<file path="config.mk">
export PLATFORM = sky130hd
export DESIGN_NAME = mem_port_arbiter
export DESIGN_NICKNAME = d
export VERILOG_FILES = /design/src/rtl/mem_port_arbiter.sv
export SDC_FILE = /design/constraint.sdc
export NUM_CORES = 1
export LEC_CHECK = 0
export CORE_UTILIZATION = 37
export CTS_BUF_LIST = sky130_fd_sc_hd__clkbuf_8
export CTS_CLUSTER_DIAMETER = 60
export DETAILED_ROUTE_END_ITERATION = 12
export GPL_TIMING_DRIVEN = 0
export PLACE_DENSITY = 0.88
export SETUP_SLACK_MARGIN = 0.02
export SYNTH_ARGS = -nofsm -noshare
export SYNTH_HDL_FRONTEND = slang
export SYNTH_SLANG_ARGS = --single-unit
</file>
<file path="constraint.sdc">
create_clock -name clk -period 2.1 [get_ports clk]
set_input_delay 0.21 -clock clk [delete_from_list [all_inputs] [get_ports clk]]
set_output_delay 0.21 -clock clk [all_outputs]
set_load 0.01 [all_outputs]
</file>
<file path="src/rtl/mem_port_arbiter.sv">
// Shares one single-port, fixed-latency memory between a fetch port and a data port.
// Define MEM_ARB_ROUND_ROBIN_EN to replace data priority and the starvation limit with round-robin.
module mem_port_arbiter #(
  parameter int MEM_LATENCY  = 1,
  parameter int STARVE_LIMIT = 4
) (
  input  logic        clk,
  input  logic        rst_n,
  input  logic        ireq_valid,
  input  logic [31:0] ireq_address,
  output logic        ireq_ready,
  output logic        iresp_valid,
  output logic [31:0] iresp_data,
  input  logic        dreq_valid,
  input  logic        dreq_we,
  input  logic [31:0] dreq_address,
  input  logic [3:0]  dreq_byte_enable,
  input  logic [31:0] dreq_write,
  output logic        dreq_ready,
  output logic        dresp_valid,
  output logic [31:0] dresp_data,
  output logic [31:0] memory_address,
  output logic [31:0] memory_write,
  output logic [3:0]  memory_byte_enable,
  output logic        memory_we,
  input  logic [31:0] memory_out
);

  typedef enum logic [1:0] {IDLE, ACCESS, RESP} state_t;

  localparam logic [2:0] LAT_LOAD = 3'(MEM_LATENCY - 1);

  state_t      state, state_next;
  logic [31:0] addr_q, wdata_q;
  logic [3:0]  be_q;
  logic        we_q;
  logic        tag_data_q;
  logic [2:0]  lat_cnt;
  logic        arb_en, grant_d, grant_i, accept;
  logic        unused_addr_bits;

  assign unused_addr_bits = &ireq_address[1:0];

  // NOTE: sequential state uses non-blocking assignments so every register samples pre-edge values.
  always_ff @(posedge clk or negedge rst_n) begin
    if (!rst_n) begin
      state   <= IDLE;
      lat_cnt <= '0;
    end else begin
      state <= state_next;
      if (accept)
        lat_cnt <= LAT_LOAD;
      else if (state == ACCESS && lat_cnt != 3'd0)
        lat_cnt <= lat_cnt - 3'd1;
    end
  end

  // NOTE: defaults first so every path assigns state_next and no latch is inferred.
  always_comb begin
    state_next = state;
    unique case (state)
      IDLE:    if (accept) state_next = ACCESS;
      ACCESS:  if (lat_cnt == 3'd0) state_next = RESP;
      RESP:    state_next = accept ? ACCESS : IDLE;
      default: state_next = IDLE;
    endcase
  end

  // Arbitration is only open between accesses; outputs are forced low while reset is held.
  assign arb_en     = rst_n && (state == IDLE || state == RESP);
  assign grant_i    = ireq_valid && !grant_d;
  assign ireq_ready = arb_en && grant_i;
  assign dreq_ready = arb_en && grant_d;
  assign accept     = ireq_ready || dreq_ready;

`ifdef MEM_ARB_ROUND_ROBIN_EN
  logic last_data_q;

  always_comb begin
    if (ireq_valid && dreq_valid)
      grant_d = !last_data_q;
    else
      grant_d = dreq_valid;
  end

  always_ff @(posedge clk or negedge rst_n) begin
    if (!rst_n)
      last_data_q <= 1'b0;
    else if (accept)
      last_data_q <= dreq_ready;
  end
`else
  localparam logic [3:0] STARVE_MAX = 4'(STARVE_LIMIT);

  logic [3:0] starve_cnt;

  assign grant_d = dreq_valid && !(ireq_valid && starve_cnt == STARVE_MAX);

  // Counts data grants that bypassed a waiting fetch; saturates at the limit.
  always_ff @(posedge clk or negedge rst_n) begin
    if (!rst_n)
      starve_cnt <= '0;
    else if (accept) begin
      if (ireq_ready || !ireq_valid)
        starve_cnt <= '0;
      else if (starve_cnt != STARVE_MAX)
        starve_cnt <= starve_cnt + 4'd1;
    end
  end
`endif

  // Payload is captured only on the accept edge; write data holds across fetches.
  always_ff @(posedge clk or negedge rst_n) begin
    if (!rst_n) begin
      addr_q     <= '0;
      wdata_q    <= '0;
      be_q       <= '0;
      we_q       <= 1'b0;
      tag_data_q <= 1'b0;
    end else if (dreq_ready) begin
      addr_q     <= dreq_address;
      wdata_q    <= dreq_write;
      be_q       <= dreq_byte_enable;
      we_q       <= dreq_we;
      tag_data_q <= 1'b1;
    end else if (ireq_ready) begin
      addr_q     <= {ireq_address[31:2], 2'b00};
      be_q       <= 4'b1111;
      we_q       <= 1'b0;
      tag_data_q <= 1'b0;
    end
  end

  // The first ACCESS cycle is the one still holding the freshly loaded count.
  assign memory_address     = addr_q;
  assign memory_write       = wdata_q;
  assign memory_byte_enable = (state == ACCESS) ? be_q : 4'b0000;
  assign memory_we          = (state == ACCESS) && (lat_cnt == LAT_LOAD) && we_q;

  assign iresp_valid = (state == RESP) && !tag_data_q;
  assign dresp_valid = (state == RESP) && tag_data_q;
  assign iresp_data  = iresp_valid ? memory_out : 32'h0;
  assign dresp_data  = (dresp_valid && !we_q) ? memory_out : 32'h0;

endmodule

</file>
; ---- Yosys cells after proc, flatten, opt, wreduce, memory -nomap -nowiden
; Cells that the tools add are included.
[classes]
eq_ne = 6
addsub = 2
reduce_logical = 28
n_mux = 18
[op_table]
columns = op, count
row1 = two-way mux 32 bit, 4
row2 = two-way mux 4 bit, 5
row3 = logical AND 1 bit, 12
row4 = two-way mux 3 bit, 2
row5 = case mux 2 bit (3 select lines), 1
row6 = nonzero test 2 bit, 3
row7 = zero test 1 bit, 5
row8 = adder 4 x 1 -> 4 bit (second input constant), 1
row9 = == test 4 x 3 -> 1 bit (second input constant), 1
row10 = two-way mux 1 bit, 4
row11 = two-way mux 2 bit, 2
row12 = inequality test 4 x 3 -> 1 bit (second input constant), 1
row13 = AND reduction 2 bit, 2
row14 = zero test 3 bit, 1
row15 = logical OR 1 bit, 3
row16 = nonzero test 3 bit, 1
row17 = subtractor 3 x 1 -> 3 bit (second input constant), 1
row18 = == test 2 x 1 -> 1 bit (second input constant), 1
row19 = == test 2 bit (second input constant), 1
row20 = zero test 2 bit, 1
row21 = inequality test 2 x 1 -> 1 bit (second input constant), 1
row22 = inequality test 2 bit (second input constant), 1
[word_totals]
elab_cells = 62
out_inout_bits = 137
reg_bits = 79

; ---- Logic depth before layout (Yosys ltp)
; Gate-level depths: netlist (run 1).
[logic_depth]
word_depth = 10
mapped_depth = 7
ltp_nobuf = 6

; ---- Worst setup path before layout (run 1)
; OpenSTA, ideal clock, no wires.
[synth_path]
path_kind = reg2reg
startpoint = register starve_cnt[0]
endpoint = register wdata_q[10], in the netlist memory_write[10]
required_ps = 1975
arrival_time_ps = 1465
setup_slack_ps = 510
path_stages_with_launch = 8
cell_sequence = dfrtp_1 -> inv_1 -> ha_1 -> nand4b_4 -> nand3_4 -> buf_6 -> buf_6 -> mux2_4
[synth_between]
elab_chain_len = 5
[synth_rtl]
columns = item, line
row1 = "start, declared", 95  ; logic [3:0] starve_cnt;
row2 = "start signal, assigned", 107  ; starve_cnt <= starve_cnt + 4'd1;
row3 = == test 4 x 3 -> 1 bit, 97  ; assign grant_d = dreq_valid && !(ireq_valid && starve_cnt == STARVE_MAX);
row4 = logical AND 1 bit, 97
row5 = zero test 1 bit, 97
row6 = logical AND 1 bit, 97
row7 = logical AND 1 bit, 73  ; assign dreq_ready = arb_en && grant_d;
row8 = "end signal, assigned", 122  ; wdata_q <= dreq_write;
row9 = "end, declared", 34  ; logic [31:0] addr_q, wdata_q;
; Every way passes these cells.
; A chain may end at the register's enable or synchronous reset.

; ---- Worst setup path in the final report (run 1)
[layout_path]
startpoint = register state[0]
endpoint = output port ireq_ready
[layout_between]
elab_chain_len = 4
word_cells_on_any_way = 5
cone_classes = eq/ne: 1 / reduce/logical: 4
[layout_rtl]
columns = item, line
row1 = "start, declared", 33  ; state_t state, state_next;
row2 = "start signal, assigned", 50  ; state <= state_next;
row3 = == test 2 bit or zero test 2 bit (tied branches), 70  ; assign arb_en = rst_n && (state == IDLE || state == RESP);
row4 = logical OR 1 bit *, 70
row5 = logical AND 1 bit *, 70
row6 = logical AND 1 bit *, 72  ; assign ireq_ready = arb_en && grant_i;
row7 = "end, declared", 11  ; output logic ireq_ready,
; Every way passes the cells marked *; elsewhere a longest branch is shown, timed or not.

==> results of run 1 <==
[synthesized netlist by cell type (2+ instances only)]
master    count  share of area, %
a21oi_1       3              0.36
a22o_1        3              0.63
a32o_1        3              0.72
and2_1       69                10
and3b_1       2              0.42
buf_2         5              0.60
buf_4         4              0.72
buf_6         8               2.2
clkbuf_1     15               1.4
dfrtp_1      79                48
ha_1          4               1.2
inv_1        36               3.3
mux2_2       30               8.1
mux2_4        4               1.4
nand2_1      31               2.8
nand2b_1      2              0.30
nand3_1       2              0.24
nand4_1      30               4.5
nor2b_1       4              0.60
nor3b_1       3              0.54
o21ai_0       4              0.48
o221ai_1     18               3.8
o221ai_2     12               4.3
o22a_1        4              0.84
[cell families (layout without fill, tap and decap cells)]
kind of cell | after synthesis | in the layout
buffers and inverters | 70 | 377
multiplexers | 34 | 34
AO/OA/AOI/OAI | 51 | 51
flip-flops | 79 | 79
AND/OR/NAND/NOR | 149 | 149
adder cells (fa/ha/maj) | 4 | 4
other | 0 | 1
[how the worst min path moves through the flow]
stage / start / to / cells after the start / slack [ns]
2_1_floorplan: rst_n / be_q[0] / 0 / -0.09
3_3_place_gp: be_q[0] / be_q[0] / 1 / 0.46
3_5_place_dp: rst_n / memory_write[6] / 1 / 0.12
4_1_cts: rst_n / memory_write[2] / 2 / -0.14
5_1_grt: rst_n / memory_write[2] / 2 / -0.14
6_report: rst_n / memory_write[2] / 2 / -0.14
[registers in the layout, indices dropped and copies added, names as in the netlist]
name,count
be_q,4
lat_cnt,3
memory_address,32
memory_write,32
starve_cnt,4
state,2
tag_data_q,1
we_q,1
[power by group through the flow]
stage	sequential [mW]	combinational, mW	clock, mW
after global placement	2.70	4.19	0
after detailed placement	2.74	4.31	0
after global routing	2.82	4.83	1.33
after CTS	2.72	4.48	1.28
final	2.73	4.50	1.25
after floorplan	2.96	1.67	0
[cells in the final DEF (no fill, tap or decap), types with 2 or more instances in the layout]
cell and count:
a21oi_1 3, clkdlybuf4s50_1 201, nand2_1 31, bufinv_16 2
and2_1 67, inv_2 2, inv_1 36, nand3_1 2
buf_4 19, clkbuf_2 12, clkbuf_8 15, mux2_2 30
dfrtp_1 77, o21ai_0 4, a22o_1 3, nand4_1 30
buf_6 14, nand2b_1 2, o22a_1 4, dlygate4sd2_1 42
and2_4 2, dfrtp_2 2, buf_2 6, mux2_4 4
clkbuf_4 2, a32o_1 3, nor3b_1 2, clkbuf_1 8
o221ai_2 12, clkdlybuf4s15_1 9, nor2b_4 2, ha_1 3
o221ai_1 18, and3b_1 2
[per-layer routing]
layer  vias to the layer above  GRT usage [%]
li1                       1947              -
met1                      1965           24.3
met2                       214           45.7
met3                        25           4.60
met4                         0           11.1
met5                         -              0
[through the flow]
step,util [%],power (mW),hold WS [ns],TNS [ns],std cells
floorplan,-,4.63,-0.0856,0,387
global placement,64.5,6.89,0.462,-350.76,797
detailed placement,64.8,7.05,0.117,-10.92,798
CTS,68.2,8.48,-0.144,0,833
global route,68.4,8.98,-0.143,0,835
finish,68.4,8.48,-0.143,0,835
[timing repair]
item                                    CTS  global route
gates resized for setup                 112            47
gates cloned                              1             0
pin swaps                                 1             1
buffers inserted                         17             3
endpoints found under the hold margin    19            60
endpoints found under the setup margin   72            74
[layout make-up]
cell class	count	area, um2	area share, %
multi-input combinational	238	1870	25.1
clock buffer	10	138	1.85
sequential	79	1980	26.6
tap	140	175	2.35
inverter	37	139	1.86
antenna	1	2.50	0.0336
buffer	32	269	3.61
timing repair buffer	292	2790	37.5
clock inverter	6	85.1	1.14
==> impl_metrics.env, run 1 <==
export IMPL_status="finished with violations"
export IMPL_violations="negative hold slack"
export IMPL_synth_warnings=0
export IMPL_drt_wl_total_mm=13.8
export IMPL_required_ns=1.89
export IMPL_yosys_cell_types_count=36
export IMPL_crit_family="buffers and inverters"
export IMPL_cap_viol_max_count=0
export IMPL_cts_sinks=79
export IMPL_drt_met1_wl_mm=4.74
export IMPL_htree_levels=3
export IMPL_cts_buffer_depth=2
export IMPL_hold_buffers=1
export IMPL_p_sw_mw=2.85
export IMPL_antenna_left=0
export IMPL_io_buffers=270
export IMPL_synthMuxAreaShare_pct=9.59
export IMPL_skew_ns=0.00783
export IMPL_post_route_min_period_ns=2.01
export IMPL_gr_usage_all_layers_pct=23.7
export IMPL_clk_pin_slew_worst_paths_ns=0.08
export IMPL_seqPwrFrac_pct=32.2
export IMPL_synth_nets=528
export IMPL_synth_top_family_by_area="simple AND/OR/NAND/NOR gates"
export IMPL_cp_num_buf_inv=6
export IMPL_cts_inserted_buffers=9
export IMPL_critPathKind="flop to primary output"
export IMPL_row_count=38
export IMPL_finalWeightedCongestion=0.861
export IMPL_highest_layer="met4"
export IMPL_synth_edff_count=0
export IMPL_place_ws_ns=-0.366
export IMPL_yosys_area_share_simple_pct=21.4
export IMPL_timing_final_ws_setup_ns=0.0934
export IMPL_synth_compound_area_share_pct=11.8
export IMPL_die_area_um2=11600
export IMPL_syn_to_final_growth_pct=79.5
export IMPL_cp_startpoint="state[0]"
export IMPL_pwr_share_clk_pct=14.8
export IMPL_worstMarginPinSlew_ns=0.891
export IMPL_rr_worst_depth=10
export IMPL_slowest_delay_ns=0.43
export IMPL_clk_latency_ns=0.34
export IMPL_first_iter_violations=215
export IMPL_worstPathCellList="buf_6, buf_4, buf_12, and3b_1, buf_6, buf_6, nor2b_1, buf_2"
export IMPL_hpwl_mm=10.7
export IMPL_avgRoutedWirePerCell_um=16.6
export IMPL_avgSynthCellArea_um2=10.7
export IMPL_io_pins=274
export IMPL_cp_end_kind="primary output"
export IMPL_swShare_pct=33.6
export IMPL_die_w_um=108
export IMPL_setup_viol=0
export IMPL_synth_seq_cells=79
export IMPL_r2r_end="memory_address[11]"
export IMPL_fmax_mhz=498
export IMPL_cts_tree="yes"
export IMPL_met2_wirelength_mm=7.61
export IMPL_p_leak_nw=3.40
export IMPL_fillers=828
export IMPL_whs_ns=-0.143
export IMPL_hold_viol=60
export IMPL_cp_slowest_cell="dfrtp_2"
export IMPL_placed_area_um2=7050
export IMPL_root_buffer="clkbuf_8"
export IMPL_r2r_start="state[0]"
export IMPL_post_drt_via_cell_ratio=4.97
export IMPL_ys_async_sr_fraction_pct=100
export IMPL_final_area_um2=7450
export IMPL_grt_overflow_total=0
export IMPL_start_util_pct=38.1
export IMPL_antenna_found_initial=1
export IMPL_drive_gt1_share_pct=19.6
export IMPL_grt_pass1_vias=4290
export IMPL_grt_max_degree=65
export IMPL_internal_power_mw=5.63
export IMPL_worstPathMaxFanout=4
export IMPL_drc=0
export IMPL_slew_viol_final=0
export IMPL_synth_adder_area_share_pct=1.21
export IMPL_synth_flop_cell="dfrtp_1"
export IMPL_powerDensity_nw_per_um2=1140
export IMPL_syn_inst=387
export IMPL_hold_class="input port to asynchronous set/reset pin"
export IMPL_synth_area_um2=4150
export IMPL_drt_pass1_iter_count=4
export IMPL_dr_total_vias=4151
export IMPL_synth_seq_area_share_pct=47.6
export IMPL_cp_common_cell="buf_6"
export IMPL_maxSlewHeadroom_pct=40.4
export IMPL_die_h_um=108
export IMPL_r2r_slack_ns=0.12
export IMPL_ir_drop_v=0.000638
export IMPL_nets=830
export IMPL_startpoint_type="flop"
export IMPL_p_comb_share_pct=53.0
export IMPL_period_share_pct=95.6
export IMPL_cp_endpoint="ireq_ready"
export IMPL_wl_met3_mm=1.09
export IMPL_grt_first_pass_wirelength_mm=21.0
export IMPL_cp_num_cells=8
export IMPL_grt_setup_unrepaired="no"
export IMPL_critPathArrivalTime_ns=1.80
export IMPL_synth_xor_area_share_pct=0
export IMPL_core_area_um2=10900
Power figures use the tool's default switching activity.
==> inputs of run 2 (changes only) <==
- CORE_AREA: default -> 2 2 108 110
- CORE_UTILIZATION: 37 -> default
- DIE_AREA: default -> 0 0 110 112
- DONT_BUFFER_PORTS: default -> 1
- PLACE_DENSITY: 0.88 -> 0.57
==> run 2 against run 1 <==
The run now ends clean. Count of clock-buffer cells in the layout stayed put. Die area is 5.8% higher. Register-to-register slack better by 0.19 ns. Sequential share of layout area is 13 points higher. Sequential cell count stayed put. Setup slack better by 0.037 ns.
==> impl_metrics.env, run 2 (same netlist as run 1, synthesis figures left out) <==
export IMPL_fillers=1061
export IMPL_ir_drop_v=0.000572
export IMPL_htree_levels=3
export IMPL_drt_wl_total_mm=11.8
export IMPL_required_ns=1.89
export IMPL_timing_final_ws_setup_ns=0.130
export IMPL_slew_viol_final=0
export IMPL_drive_gt1_share_pct=20.4
export IMPL_antenna_found_initial=0
export IMPL_io_pins=274
export IMPL_critPathArrivalTime_ns=1.76
export IMPL_antenna_left=0
export IMPL_hpwl_mm=8.51
export IMPL_finalWeightedCongestion=0.731
export IMPL_cts_sinks=79
export IMPL_die_w_um=110
export IMPL_setup_tns_ns=0
export IMPL_skew_ns=0.00842
export IMPL_place_ws_ns=0.130
export IMPL_cts_tree="yes"
export IMPL_die_area_um2=12300
export IMPL_grt_max_degree=80
export IMPL_status="finished, final reports clean"
export IMPL_cts_buffer_depth=2
export IMPL_period_share_pct=93.8
export IMPL_p_leak_nw=2.15
export IMPL_grt_pass1_vias=3333
export IMPL_core_area_um2=11200
export IMPL_final_common_cell="dfrtp_1"
export IMPL_syn_to_final_growth_pct=20.5
export IMPL_io_buffers=0
export IMPL_dr_total_vias=3234
export IMPL_cts_inserted_buffers=9
export IMPL_seqPwrFrac_pct=49.6
export IMPL_grt_setup_unrepaired="yes"
export IMPL_maxSlewHeadroom_pct=52.9
export IMPL_grt_overflow_total=0
export IMPL_post_cts_setup_buffers=0
export IMPL_post_route_min_period_ns=1.97
export IMPL_start_util_pct=37.1
export IMPL_post_drt_via_cell_ratio=5.49
export IMPL_startpoint_type="flop"
export IMPL_worstMarginPinSlew_ns=0.701
export IMPL_fmax_mhz=508
export IMPL_drt_pass1_iter_count=4
export IMPL_swShare_pct=39.1
export IMPL_layout_common_cells="dfrtp_1, and2_1, dlygate4sd3_1"
export IMPL_grt_first_pass_wirelength_mm=17.5
export IMPL_worstPathMaxFanout=7
export IMPL_first_iter_violations=134
export IMPL_root_buffer="clkbuf_8"
export IMPL_hold_class="input port to flop"
export IMPL_hold_viol=0
export IMPL_setup_viol=0
export IMPL_p_comb_share_pct=32.6
export IMPL_cap_viol_max_count=0
export IMPL_cp_end_kind="primary output"
export IMPL_antenna_cells=0
export IMPL_internal_power_mw=3.87
export IMPL_gr_usage_all_layers_pct=18.8
export IMPL_drc=0
export IMPL_die_h_um=112
export IMPL_powerDensity_nw_per_um2=1270
export IMPL_avgRoutedWirePerCell_um=20.0
export IMPL_nets=583
export IMPL_clk_pin_slew_worst_paths_ns=0.08
export IMPL_row_count=39
export IMPL_pwr_share_clk_pct=17.8
export IMPL_critPathKind="flop to primary output"
export IMPL_clk_latency_ns=0.35
export IMPL_p_sw_mw=2.48
## run 2: cell types whose count changed in the layout (fill, tap and decap cells not counted), moves of 5 or more
cell / before / now
buf_4: 19 / 4
buf_6: 14 / 8
clkbuf_2: 12 / 4
clkbuf_8: 15 / 10
clkdlybuf4s15_1: 9 / 0
clkdlybuf4s50_1: 201 / 0
dlygate4sd2_1: 42 / 0
dlygate4sd3_1: 1 / 43
## run 2: path summary, 6_finish.rpt
| path | to | startpoint | slack, ns | depth (start not counted) |
|---|---|---|---|---|
| max | ireq_ready | starve_cnt[0] | 0.13 | 6 |
| min | memory_address[19] | dreq_address[19] | 0.03 | 2 |
| max reg2reg | memory_write[8] | starve_cnt[0] | 0.31 | 7 |
| min reg2reg | be_q[0] | be_q[0] | 0.49 | 1 |
| max in group asynchronous | state[0] | rst_n | 1.31 | 2 |
| min in group asynchronous | memory_write[23] | rst_n | 0.44 | 2 |
## run 2: metrics by stage
step	hold WS, ns	cell area, um2	cells	power [mW]	util, %
after CTS	0.0000969	5000	589	6.44	44.7
after floorplan	-0.0856	4150	387	4.63	-
after global placement	-0.0839	4330	530	5.08	38.7
after global routing	0.0177	5000	589	6.81	44.8
after detailed placement	-0.0842	4330	530	5.16	38.7
final	0.0299	5000	589	6.35	44.8
## run 2: final cells by class
type                    instances  area (um2)  area share [%]
well taps                     143         179            3.58
clock buffers                  10         138            2.75
flip-flops and latches         79        1980            39.5
clock inverters                 5        58.8            1.18
plain buffers                  33         214            4.28
repair buffers                 44         458            9.15
multi-input cells             238        1840            36.7
inverters                      37         139            2.78
## run 2: power by group through the flow
stage | combinational, mW | sequential, mW | clock (mW)
after floorplan | 1.67 | 2.96 | 0
after global placement | 1.92 | 3.15 | 0
after detailed placement | 1.98 | 3.17 | 0
after CTS | 2.09 | 3.15 | 1.19
after global routing | 2.33 | 3.24 | 1.24
final | 2.07 | 3.15 | 1.13
## run 2: timing repair
action,4_1_cts,5_1_grt
cloned,0,0
pin swaps,0,0
endpoints found under the setup margin,61,60
resized for setup,8,3
hold buffers,44,0
endpoints found under the hold margin,123,0
## run 2: worst max-delay path: stages (launching register included)
cell and delay [ns]:
dfrtp_1 0.41, inv_1 0.11, ha_1 0.20, nand4b_4 0.17
and2_1 0.21, buf_6 0.14, nor2b_2 0.17
## run 2: metal layers
layer  wire length [um]  part of all wire [%]  global-route usage, %  vias to the layer above
met4                251                   2.1                   7.09                        0
met5                  0                     0                      0                        -
met2               6310                    54                   34.7                      176
met1               4220                    36                   19.7                     1587
met3               1000                   8.5                   5.39                       21
li1                   -                     -                      -                     1450
